## config.mk

```make
export PLATFORM = sky130hd
export DESIGN_NAME = fir_cfg_ctrl
export DESIGN_NICKNAME = d
export VERILOG_FILES = /design/src/rtl/fir_cfg_ctrl.sv
export SDC_FILE = /design/constraint.sdc
export NUM_CORES = 1
export LEC_CHECK = 0
export ABC_AREA = 1
export CAP_MARGIN = 20
export CORE_ASPECT_RATIO = 0.7
export CORE_MARGIN = 2
export CORE_UTILIZATION = 44
export CTS_CLUSTER_SIZE = 20
export DETAILED_ROUTE_END_ITERATION = 16
export PLACE_DENSITY = 0.9
export SLEW_MARGIN = 20
export SYNTH_ARGS = -nofsm -noshare
export SYNTH_HDL_FRONTEND = slang
export SYNTH_SLANG_ARGS = --single-unit
```

## constraint.sdc

```tcl
create_clock -name clk -period 1.88 [get_ports clk]
set_clock_uncertainty 0.15 [all_clocks]
set_input_delay 0.282 -clock clk [delete_from_list [all_inputs] [get_ports clk]]
set_output_delay 0.282 -clock clk [all_outputs]
set_load 0.005 [all_outputs]
```

## src/rtl/fir_cfg_ctrl.sv

```systemverilog
// Coefficient-bank loader and sample/response sequencer for the FIR datapath.
// Loads a bank from synchronous ROM, clears the delay line, then gates samples and masks warm-up responses.
module fir_cfg_ctrl #(
  parameter int NUM_TAPS    = 51,
  parameter int COEFF_WIDTH = 16,
  parameter int NUM_BANKS   = 4,
  parameter int FIR_LAT     = 1,
  localparam int BANK_W     = $clog2(NUM_BANKS),
  localparam int IDX_W      = $clog2(NUM_TAPS)
) (
  input  logic                   clk,
  input  logic                   rst,
  input  logic                   cfg_req,
  input  logic [BANK_W-1:0]      bank_sel,
  output logic                   cfg_busy,
  output logic                   cfg_done,
  output logic [BANK_W-1:0]      active_bank,
  output logic [7:0]             rom_addr,
  input  logic [COEFF_WIDTH-1:0] rom_data,
  output logic                   coef_we,
  output logic [IDX_W-1:0]       coef_idx,
  output logic [COEFF_WIDTH-1:0] coef_data,
  input  logic [15:0]            x_in,
  input  logic                   x_valid,
  output logic [15:0]            fir_x,
  output logic                   fir_en,
  output logic                   fir_clr,
  input  logic [37:0]            y_in,
  output logic [37:0]            y_out,
  output logic                   y_valid,
  output logic                   drop,
  output logic [1:0]             dbg_state
);

  // Handshake: cfg_req and x_valid are single-cycle strobes sampled on the
  // rising edge; there is no back-pressure. coef_we, cfg_done, fir_clr and
  // y_valid are single-cycle strobes qualifying their data in the same cycle.

  typedef enum logic [1:0] {
    ST_IDLE  = 2'd0,
    ST_LOAD  = 2'd1,
    ST_FLUSH = 2'd2,
    ST_RUN   = 2'd3
  } state_t;

  localparam logic [IDX_W-1:0] LAST_IDX  = IDX_W'(NUM_TAPS - 1);
  localparam logic [IDX_W-1:0] SUPP_LAST = IDX_W'(NUM_TAPS - 2);

  state_t                  state_q, state_d;
  logic                    cfg_busy_q, cfg_busy_d;
  logic                    cfg_done_q, cfg_done_d;
  logic [BANK_W-1:0]       active_bank_q, active_bank_d;
  logic [7:0]              rom_addr_q, rom_addr_d;
  logic                    addr_act_q, addr_act_d;
  logic [IDX_W-1:0]        k_q, k_d;
  logic                    coef_we_q, coef_we_d;
  logic [IDX_W-1:0]        coef_idx_q, coef_idx_d;
  logic                    pend_q, pend_d;
  logic [BANK_W-1:0]       pend_bank_q, pend_bank_d;
  logic [15:0]             fir_x_q, fir_x_d;
  logic                    fir_en_q, fir_en_d;
  logic                    fir_clr_q, fir_clr_d;
  logic [FIR_LAT:0]        pipe_q, pipe_d;
  logic [IDX_W-1:0]        supp_q, supp_d;
  logic [37:0]             y_out_q, y_out_d;
  logic                    y_valid_q, y_valid_d;
  logic                    drop_q, drop_d;
  logic                    resp;
  logic [BANK_W-1:0]       restart_bank;

  function automatic logic [7:0] bank_base(input logic [BANK_W-1:0] b);
    return 8'(b) * 8'(NUM_TAPS);
  endfunction

  // The last pipe stage lines up with the cycle in which y_in is valid.
  assign resp         = pipe_q[FIR_LAT];
  assign restart_bank = cfg_req ? bank_sel : pend_bank_q;

  always_comb begin
    state_d       = state_q;
    cfg_done_d    = 1'b0;
    active_bank_d = active_bank_q;
    rom_addr_d    = rom_addr_q;
    addr_act_d    = addr_act_q;
    k_d           = k_q;
    coef_we_d     = 1'b0;
    coef_idx_d    = coef_idx_q;
    pend_d        = pend_q;
    pend_bank_d   = pend_bank_q;
    fir_x_d       = fir_x_q;
    fir_en_d      = 1'b0;
    fir_clr_d     = 1'b0;
    supp_d        = supp_q;
    y_out_d       = y_out_q;
    y_valid_d     = 1'b0;
    drop_d        = drop_q;
    pipe_d        = '0;
    pipe_d[0]     = fir_en_q;
    for (int i = 1; i <= FIR_LAT; i++) begin
      pipe_d[i] = pipe_q[i-1];
    end

    case (state_q)
      ST_IDLE: begin
        if (cfg_req) begin
          state_d       = ST_LOAD;
          active_bank_d = bank_sel;
          rom_addr_d    = bank_base(bank_sel);
          addr_act_d    = 1'b1;
          k_d           = '0;
          drop_d        = 1'b0;
        end else if (x_valid) begin
          drop_d = 1'b1;
        end
      end

      ST_LOAD: begin
        pipe_d = '0;
        if (x_valid) begin
          drop_d = 1'b1;
        end
        if (cfg_req) begin
          pend_d      = 1'b1;
          pend_bank_d = bank_sel;
        end
        if (addr_act_q) begin
          // ROM data for the address issued last cycle is on rom_data now.
          coef_we_d  = 1'b1;
          coef_idx_d = k_q;
          if (k_q == LAST_IDX) begin
            addr_act_d = 1'b0;
          end else begin
            k_d        = k_q + IDX_W'(1);
            rom_addr_d = rom_addr_q + 8'd1;
          end
        end else begin
          cfg_done_d = 1'b1;
          if (pend_q || cfg_req) begin
            active_bank_d = restart_bank;
            rom_addr_d    = bank_base(restart_bank);
            addr_act_d    = 1'b1;
            k_d           = '0;
            pend_d        = 1'b0;
          end else begin
            state_d   = ST_FLUSH;
            fir_clr_d = 1'b1;
            supp_d    = '0;
          end
        end
      end

      ST_FLUSH, ST_RUN: begin
        if (cfg_req) begin
          // Abort: in-flight responses are dropped via the cleared pipe.
          state_d       = ST_LOAD;
          active_bank_d = bank_sel;
          rom_addr_d    = bank_base(bank_sel);
          addr_act_d    = 1'b1;
          k_d           = '0;
          pend_d        = 1'b0;
          drop_d        = 1'b0;
          pipe_d        = '0;
        end else begin
          if (x_valid) begin
            fir_x_d  = x_in;
            fir_en_d = 1'b1;
          end
          if (resp) begin
            if (state_q == ST_RUN) begin
              y_out_d   = y_in;
              y_valid_d = 1'b1;
            end else if (supp_q == SUPP_LAST) begin
              state_d = ST_RUN;
            end else begin
              supp_d = supp_q + IDX_W'(1);
            end
          end
        end
      end

      default: begin
        state_d = ST_IDLE;
      end
    endcase

    cfg_busy_d = (state_d == ST_LOAD) || (state_d == ST_FLUSH);
  end

  always_ff @(posedge clk or negedge rst) begin
    if (!rst) begin
      state_q       <= ST_IDLE;
      cfg_busy_q    <= 1'b0;
      cfg_done_q    <= 1'b0;
      active_bank_q <= '0;
      rom_addr_q    <= '0;
      addr_act_q    <= 1'b0;
      k_q           <= '0;
      coef_we_q     <= 1'b0;
      coef_idx_q    <= '0;
      pend_q        <= 1'b0;
      pend_bank_q   <= '0;
      fir_x_q       <= '0;
      fir_en_q      <= 1'b0;
      fir_clr_q     <= 1'b0;
      pipe_q        <= '0;
      supp_q        <= '0;
      y_out_q       <= '0;
      y_valid_q     <= 1'b0;
      drop_q        <= 1'b0;
    end else begin
      state_q       <= state_d;
      cfg_busy_q    <= cfg_busy_d;
      cfg_done_q    <= cfg_done_d;
      active_bank_q <= active_bank_d;
      rom_addr_q    <= rom_addr_d;
      addr_act_q    <= addr_act_d;
      k_q           <= k_d;
      coef_we_q     <= coef_we_d;
      coef_idx_q    <= coef_idx_d;
      pend_q        <= pend_d;
      pend_bank_q   <= pend_bank_d;
      fir_x_q       <= fir_x_d;
      fir_en_q      <= fir_en_d;
      fir_clr_q     <= fir_clr_d;
      pipe_q        <= pipe_d;
      supp_q        <= supp_d;
      y_out_q       <= y_out_d;
      y_valid_q     <= y_valid_d;
      drop_q        <= drop_d;
    end
  end

  assign cfg_busy    = cfg_busy_q;
  assign cfg_done    = cfg_done_q;
  assign active_bank = active_bank_q;
  assign rom_addr    = rom_addr_q;
  assign coef_we     = coef_we_q;
  assign coef_idx    = coef_idx_q;
  assign coef_data   = coef_we_q ? rom_data : '0;
  assign fir_x       = fir_x_q;
  assign fir_en      = fir_en_q;
  assign fir_clr     = fir_clr_q;
  assign y_out       = y_out_q;
  assign y_valid     = y_valid_q;
  assign drop        = drop_q;
  assign dbg_state   = state_q;

endmodule

```

### Word-level counts from Yosys, hierarchy flattened

Cells that the tools add are included.

* bits in registers: 97
* latch bits: 0
* memory bits (writable): 0
* bits in read-only memories: 0
* bits of input ports: 76
* output and inout port bits: 95
* word-level logic and storage cells: 116
* memories: 0

* add/sub/neg operators: 3
* $mul: 2
* divide/modulo/power cells: 0
* order comparisons: 0
* equal/unequal tests: 18
* shift-type cells: 0
* multiplexer cells: 60
* bitwise operators: 1
* reduce and logical (&&, ||, !) cells: 13

Operators with widths (count)
* 6-bit 2-to-1 mux: 10
* 8-bit 2-to-1 mux: 4
* 1-bit 2-to-1 mux: 24
* 2-bit 2-to-1 mux: 12
* 6-bit case mux with 2 select lines: 2
* 2-bit by 6-bit multiplier with 8-bit output, second input constant: 2
* 16-bit 2-to-1 mux: 1
* 2-bit inequality test, second input constant: 8
* 8-bit case mux with 2 select lines: 1
* 6-bit by 1-bit adder with 6-bit output, second input constant: 2
* 6-bit equality test, second input constant: 2
* 3-bit AND reduction: 3
* 8-bit by 1-bit adder with 8-bit output, second input constant: 1
* 2-bit case mux with 2 select lines: 2
* 7-bit AND reduction: 1
* 2-bit equality test, second input constant: 3
* 3-bit inequality test, second input constant: 2
* 2-bit case mux with 3 select lines: 1
* 2-bit by 1-bit equality test with 1-bit output, second input constant: 2
* 1-bit case mux with 2 select lines: 2
* 2-bit AND reduction: 2
* 4-bit AND reduction: 1
* 1-bit case mux with 3 select lines: 1
* 3-bit OR reduction: 1
* other kinds (6): 7

### Longest topological paths before layout

Gate-level depths: netlist of run 1.

* word-level depth: 8
* gate-level depth with buffers: 11
* mapped depth without buffers: 11

### Worst setup path after synthesis of run 1

OpenSTA, ideal clock, no wires.

* path kind: reg2reg
* start: register state_q[1], in the netlist dbg_state[1]
* end: register rom_addr_q[2], in the netlist rom_addr[2]
* arrival time: 1.371 ns
* data required time: 1.610 ns
* setup slack: 0.238 ns
* stages on the path, launching flop included: 10
* buffers on the path: 1
* period minus slack after synthesis: 1.642 ns
* path through: dfrtp_1 > inv_2 > nand3_4 > inv_4 > nand3_2 > nand2_4 > inv_4 > buf_6 > o21ai_1 > nand2_1

* cells in the longest elaborated chain, start to end: 4
* elaborated cells between the ends (all ways): 10
* classes of those cells: eq/ne (6); mux (1); reduce/logical (3)

RTL lines
* start: declaration: line 49 `state_t state_q, state_d;`
* start signal: assignment: line 211 `state_q <= state_d;`
* 2-bit equality test / 2-bit zero test (equally long branches): line 103 `case (state_q)`
* 3-bit OR reduction (no source line)
* 2-bit by 1-bit inequality test with 1-bit output (no source line)
* 3-bit AND reduction (no source line)
* end signal: assignment: line 215 `rom_addr_q <= rom_addr_d;`
* end: declaration: line 53 `logic [7:0] rom_addr_q, rom_addr_d;`

Parallel ways exist; a longest one is shown, timed or not.
A chain may end at the register's enable or synchronous reset.

### Worst setup path after layout of run 1

* start: register coef_we_q, in the netlist coef_we
* end: output coef_data[3]

* cells in the longest elaborated chain, start to end: 1

RTL lines
* start: declaration: line 56 `logic coef_we_q, coef_we_d;`
* start signal: assignment: line 218 `coef_we_q <= coef_we_d;`
* 16-bit 2-to-1 mux: line 239 `assign coef_data = coef_we_q ? rom_data : '0;`
* end: declaration: line 22 `output logic [COEFF_WIDTH-1:0] coef_data,`

Every way passes these cells.

==> flow_summary.toml, run 1 <==
[clock_tree]
path_clk_slew_ps = 70
cts.sinks = 97
htreeDepth = 3
cts_root_buf = "clkbuf_16"
cts_tree = "yes"
clockBufferDepth = 2
clk_latency_ps = 340
numCtsBuffers = 9

[power]
switching_share_pct = 29.8
leakagePower_nw = 3.70
combinationalPowerShare_pct = 26.3
p_total_mw = 6.28
clock_power_share_pct = 31.7
powerDensity_mw_per_mm2 = 910
internal-power_mw = 4.41
seqPwrFrac_pct = 42.0
ir_drop_v = 0.000618
power_switching_mw = 1.87

[die]
core_area_mm2 = 0.00980
io_pins = 171
die_height_um = 88.3
dieWidth_um = 124
die_area_mm2 = 0.0110
rows = 30
start_util_pct = 45.6

[critical_path]
end_kind = "primary output"
crit_arrival_ps = 1400
start_kind = "flip-flop"
cp_max_fo = 5
crit_required_ps = 1450
r2r-start = "k_q[0]"
crit_start = "coef_we"
crit_type = "flip-flop to primary output"

[logic_synthesis]
ys_seq_area_share_pct = 54.4
netlist_area_mm2 = 0.00447
ys_seq_elements = 97
ys.flop_type = "dfrtp_1"
synth_top_area_share_pct = 54.4
async_flop_share_pct = 100
synth_compound_area_share_pct = 3.31
synth-simple-area-share_pct = 32.2
synthCells = 570
synth_nets = 655
ys_top_cells_by_count = "nand2_1 (279), dfrtp_1 (97), inv_1 (49)"
synth_area_leader_cell = "dfrtp_1"
synth.distinct_cells = 28
synthTopCellsByArea = "dfrtp_1 (54%), nand2_1 (23%), inv_1 (4.1%)"
synth_edf_count = 0
synth_xor_xnor_area_share_pct = 0.981
synth_most_common_cell = "nand2_1"
synth_warnings = 0
synthAdderAreaFrac_pct = 2.52
synth.area.mux_share_pct = 0
synth_top_family_by_area = "simple AND/OR/NAND/NOR gates"
synth.avg_cell_area_um2 = 7.83

[global_route]
grt_usage_pct = 24.3
busiest_layer = "met2"
grt_overflow = 0
grt_max_degree = 36
globalRouteMet2Util_pct = 41.7
grt_antenna_before_repair = 0
first_global_vias = 4457
grt_util_met1_pct = 30.0
grt_pass1_wl_um = 21300
use_met3_pct = 7.56

[place]
port_buffers = 170
place_ws_ps = -280
place.gp.congestion = 0.902
hpwlAfterDp_um = 9710

[timing]
worst_pin_slew_ps = 513
setup_viol = 0
fmax_mhz = 545
slew_headroom_pct = 65.8
period_share_pct = 97.6
drv_slew = 0
hold_viol_final = 0
holdWs_ps = 302
fin_setup_tns_ps = 0
fin_ws_ps = 45.9
fin_crit_ps = 1830

[hold_path]
hold_path_class = "input pin to async pin"

[route]
drtIter0Drc = 285
wirelength_um = 13700
drtPass1Iterations = 5
postRouteAntennaNets = 0
vias = 4506
avgRoutedWirePerCell_um = 15.3
drc = 0
viasPerCell = 5.01

[layout]
area_growth_pct = 54.6
finalNetCount = 851
final_layout_size_suffix_gt1_share_pct = 8.43
diodes = 0

[job]
cap_violations = 0

[run_status]
status = "finished, final reports clean"
## worst paths after layout
path                                endpoint  slack (ps)  depth (start not counted)
worst max-delay path            coef_data[3]          50                          5
worst min-delay path               supp_q[0]         300                          2
worst max register to register   rom_addr[7]          60                          9
worst min register to register      y_out[8]         320                          2
max in group asynchronous           y_out[9]         720                          3
min in group clk                   y_out[35]         320                          3
## power by group through the flow
stage	Combinational (mW)	Sequential, mW	Clock, mW
floorplan	0.728	2.63	0
global placement	1.52	2.65	0
global route	1.83	2.68	2.10
detailed placement	1.60	2.66	0
CTS	1.63	2.63	2.02
finish	1.65	2.64	1.99
## kinds of logic after synthesis
| family | Yosys count |
|---|---|
| and+or+nand+nor | 358 |
| DFF | 97 |
| buffers and inverters | 73 |
| AOI/OAI and AO/OA | 28 |
| adders and majority gates | 9 |
| xor gates and xnor gates | 5 |
## worst max-delay path, stage by stage (launching register included)
cell and delay [ps]:
dfrtp_2 440, buf_6 140, buf_4 130, nand2_1 50, inv_1 40, dlygate4sd2_1 260
## cell type report
| type | count | area [um^2] |
|---|---|---|
| sequential | 97 | 2430 |
| inverter | 57 | 219 |
| clock buffer | 10 | 229 |
| tap | 128 | 160 |
| timing repair buffer | 201 | 2020 |
| fill | 692 | 2900 |
| clock inverter | 6 | 91.3 |
| multi-input combinational | 400 | 1750 |
## sequential cells by signal, summed over array words and instances (netlist names), 2 cells and up
signal	flops
coef_idx	6
y_out	38
pipe_q	2
active_bank	2
dbg_state	2
k_q	6
pend_bank_q	2
supp_q	6
rom_addr	8
fir_x	16
## layer usage
| layer | share of wire (%) | wire (um) |
|---|---|---|
| met2 | 50 | 6820 |
| met5 | 0 | 0 |
| met1 | 40 | 5440 |
| met3 | 8.5 | 1170 |
| met4 | 2.2 | 302 |
## cells in the final DEF, fill, tap and decap left out, drive strengths merged
cell type,netlist,layout
or2,1,1
clkdlybuf4s50,0,152
inv,57,58
o22ai,1,1
a21oi,3,3
bufinv,0,2
nor3,1,1
o21ai,22,22
nand4,6,6
xor2,3,3
clkbuf,6,10
buf,10,31
nor2,44,44
clkinvlp,0,3
nand2,281,281
dlygate4sd2,0,3
ha,9,9
dlygate4sd3,0,1
o2111ai,1,1
dlymetal6s2s,0,14
dfrtp,97,97
nand3,25,25
o21bai,1,1
xnor2,2,2
## metrics by stage
step	cells	area, um^2	utilization [%]
2_1_floorplan	570	4470	-
3_3_place_gp	877	6490	66.2
3_5_place_dp	877	6490	66.2
4_1_cts	897	6840	69.8
5_1_grt	899	6900	70.4
6_report	899	6900	70.4
## what timing repair did
item,4_1_cts,5_1_grt
buffers inserted,3,2
endpoints found under the setup margin,17,34
hold endpoints to repair,33,0
hold buffers,1,0
resized for setup,5,20
Note: power is estimated with default switching activity, not from simulation.
==> run 2, diff against run 1 <==
Settings changed: GPL_TIMING_DRIVEN set to 0.
==> flow_summary.toml, run 2 (synthesis results as in run 1) <==
[power]
leakagePower_nw = 3.58
p_total_mw = 6.24
powerDensity_mw_per_mm2 = 923
ir_drop_v = 0.000551

[timing]
drv_slew = 0
setup_viol = 0
hold_viol_final = 0
worst_pin_slew_ps = 416
period_share_pct = 97.6
fin_crit_ps = 1840
fmax_mhz = 545
fin_setup_tns_ps = 0
slew_headroom_pct = 72.3

[hold_path]
hold_path_class = "input pin to async pin"

[global_route]
grt_pass1_wl_um = 20800
grt_antenna_before_repair = 0
grt_usage_pct = 24.0
grt_overflow = 0
first_global_vias = 4323
grt_max_degree = 83

[die]
core_area_mm2 = 0.00980
die_area_mm2 = 0.0110
io_pins = 171
dieWidth_um = 124
die_height_um = 88.3
rows = 30
start_util_pct = 45.6

[layout]
area_growth_pct = 51.6
mostFrequentLayoutCell = "nand2_1"
instances_no_fill = 887
final_cell_mix = "nand2_1 (276), clkdlybuf4s50_1 (151), dfrtp_1 (94)"
final_layout_size_suffix_gt1_share_pct = 7.51
diodes = 0
finalNetCount = 840
largest_reg_flops = 38

[route]
avgRoutedWirePerCell_um = 14.8
vias = 4457
viasPerCell = 5.02
wirelength_um = 13100
drc = 0
postRouteAntennaNets = 0
drtIter0Drc = 258
drtPass1Iterations = 5

[place]
hpwlAfterDp_um = 9570
dp.cells = 869
place.gp.congestion = 0.876
port_buffers = 170

[critical_path]
crit_arrival_ps = 1400
cp_max_fo = 10
end_kind = "primary output"
crit_required_ps = 1450
start_kind = "flip-flop"
crit_type = "flip-flop to primary output"

[run_status]
status = "finished, final reports clean"

[clock_tree]
cts.sinks = 97
htreeDepth = 3
cts_tree = "yes"
clockBufferDepth = 2
path_clk_slew_ps = 70
clk_latency_ps = 340
cts_root_buf = "clkbuf_16"
numCtsBuffers = 9

[job]
cap_violations = 0
## run 2: stage by stage
stage	hold WS, ps	util [%]	setup WS, ps	area, um^2
finish	184	69.1	44.5	6770
global placement	302	64.6	-3120	6330
CTS	182	68.5	-3.83	6720
detailed placement	-23.9	64.9	-587	6360
floorplan	-164	-	238	4470
global route	196	69.1	-11.7	6770
## run 2: timing repair
action | in CTS | in global routing
resized for setup | 23 | 17
endpoints found under the setup margin | 67 | 44
cloned | 0 | 0
pin swaps | 2 | 2
setup buffers | 2 | 2
hold buffers | 1 | 0
hold endpoints to repair | 97 | 0
## run 2: layout make-up
type,count,area (um^2)
repair buffers,176,1770
flip-flops and latches,97,2430
well taps,128,160
multi-input cells,400,1770
clock buffers,10,239
plain buffers,14,83.8
fillers,713,3030
clock inverters,5,86.3
inverters,57,224
## run 2: worst max-delay path, stage by stage, from the launching register on
cell and delay [ps]:
dfrtp_2 420, buf_4 140, clkbuf_8 150, nand2_1 60, inv_1 40, dlygate4sd2_1 260
## run 2: worst paths after layout
check                              from             end  slack, ps  cells past startpoint
setup / recovery                coef_we    coef_data[9]         40                      5
hold / removal                      rst     rom_addr[5]        180                      2
hold reg to reg                y_out[8]        y_out[8]        320                      2
max in group asynchronous           rst         coef_we        760                      3
min in group clk            bank_sel[0]  active_bank[0]        250                      5
setup reg to reg           dbg_state[1]     rom_addr[2]         80                      9
## run 2: where the power goes
part,internal (mW),switching [mW],leakage [nW]
Clock,1.21,0.815,0.160
Combinational,0.859,0.729,2.16
Sequential,2.36,0.273,1.27
## run 2: per-layer routing
| metal | up-vias | share of wire (%) | global-route usage, % |
|---|---|---|---|
| li1 | 2107 | - | - |
| met3 | 29 | 9.8 | 8.46 |
| met4 | 0 | 1.9 | 8.38 |
| met5 | - | 0 | 0 |
| met2 | 234 | 49 | 41.8 |
| met1 | 2087 | 39 | 28.3 |
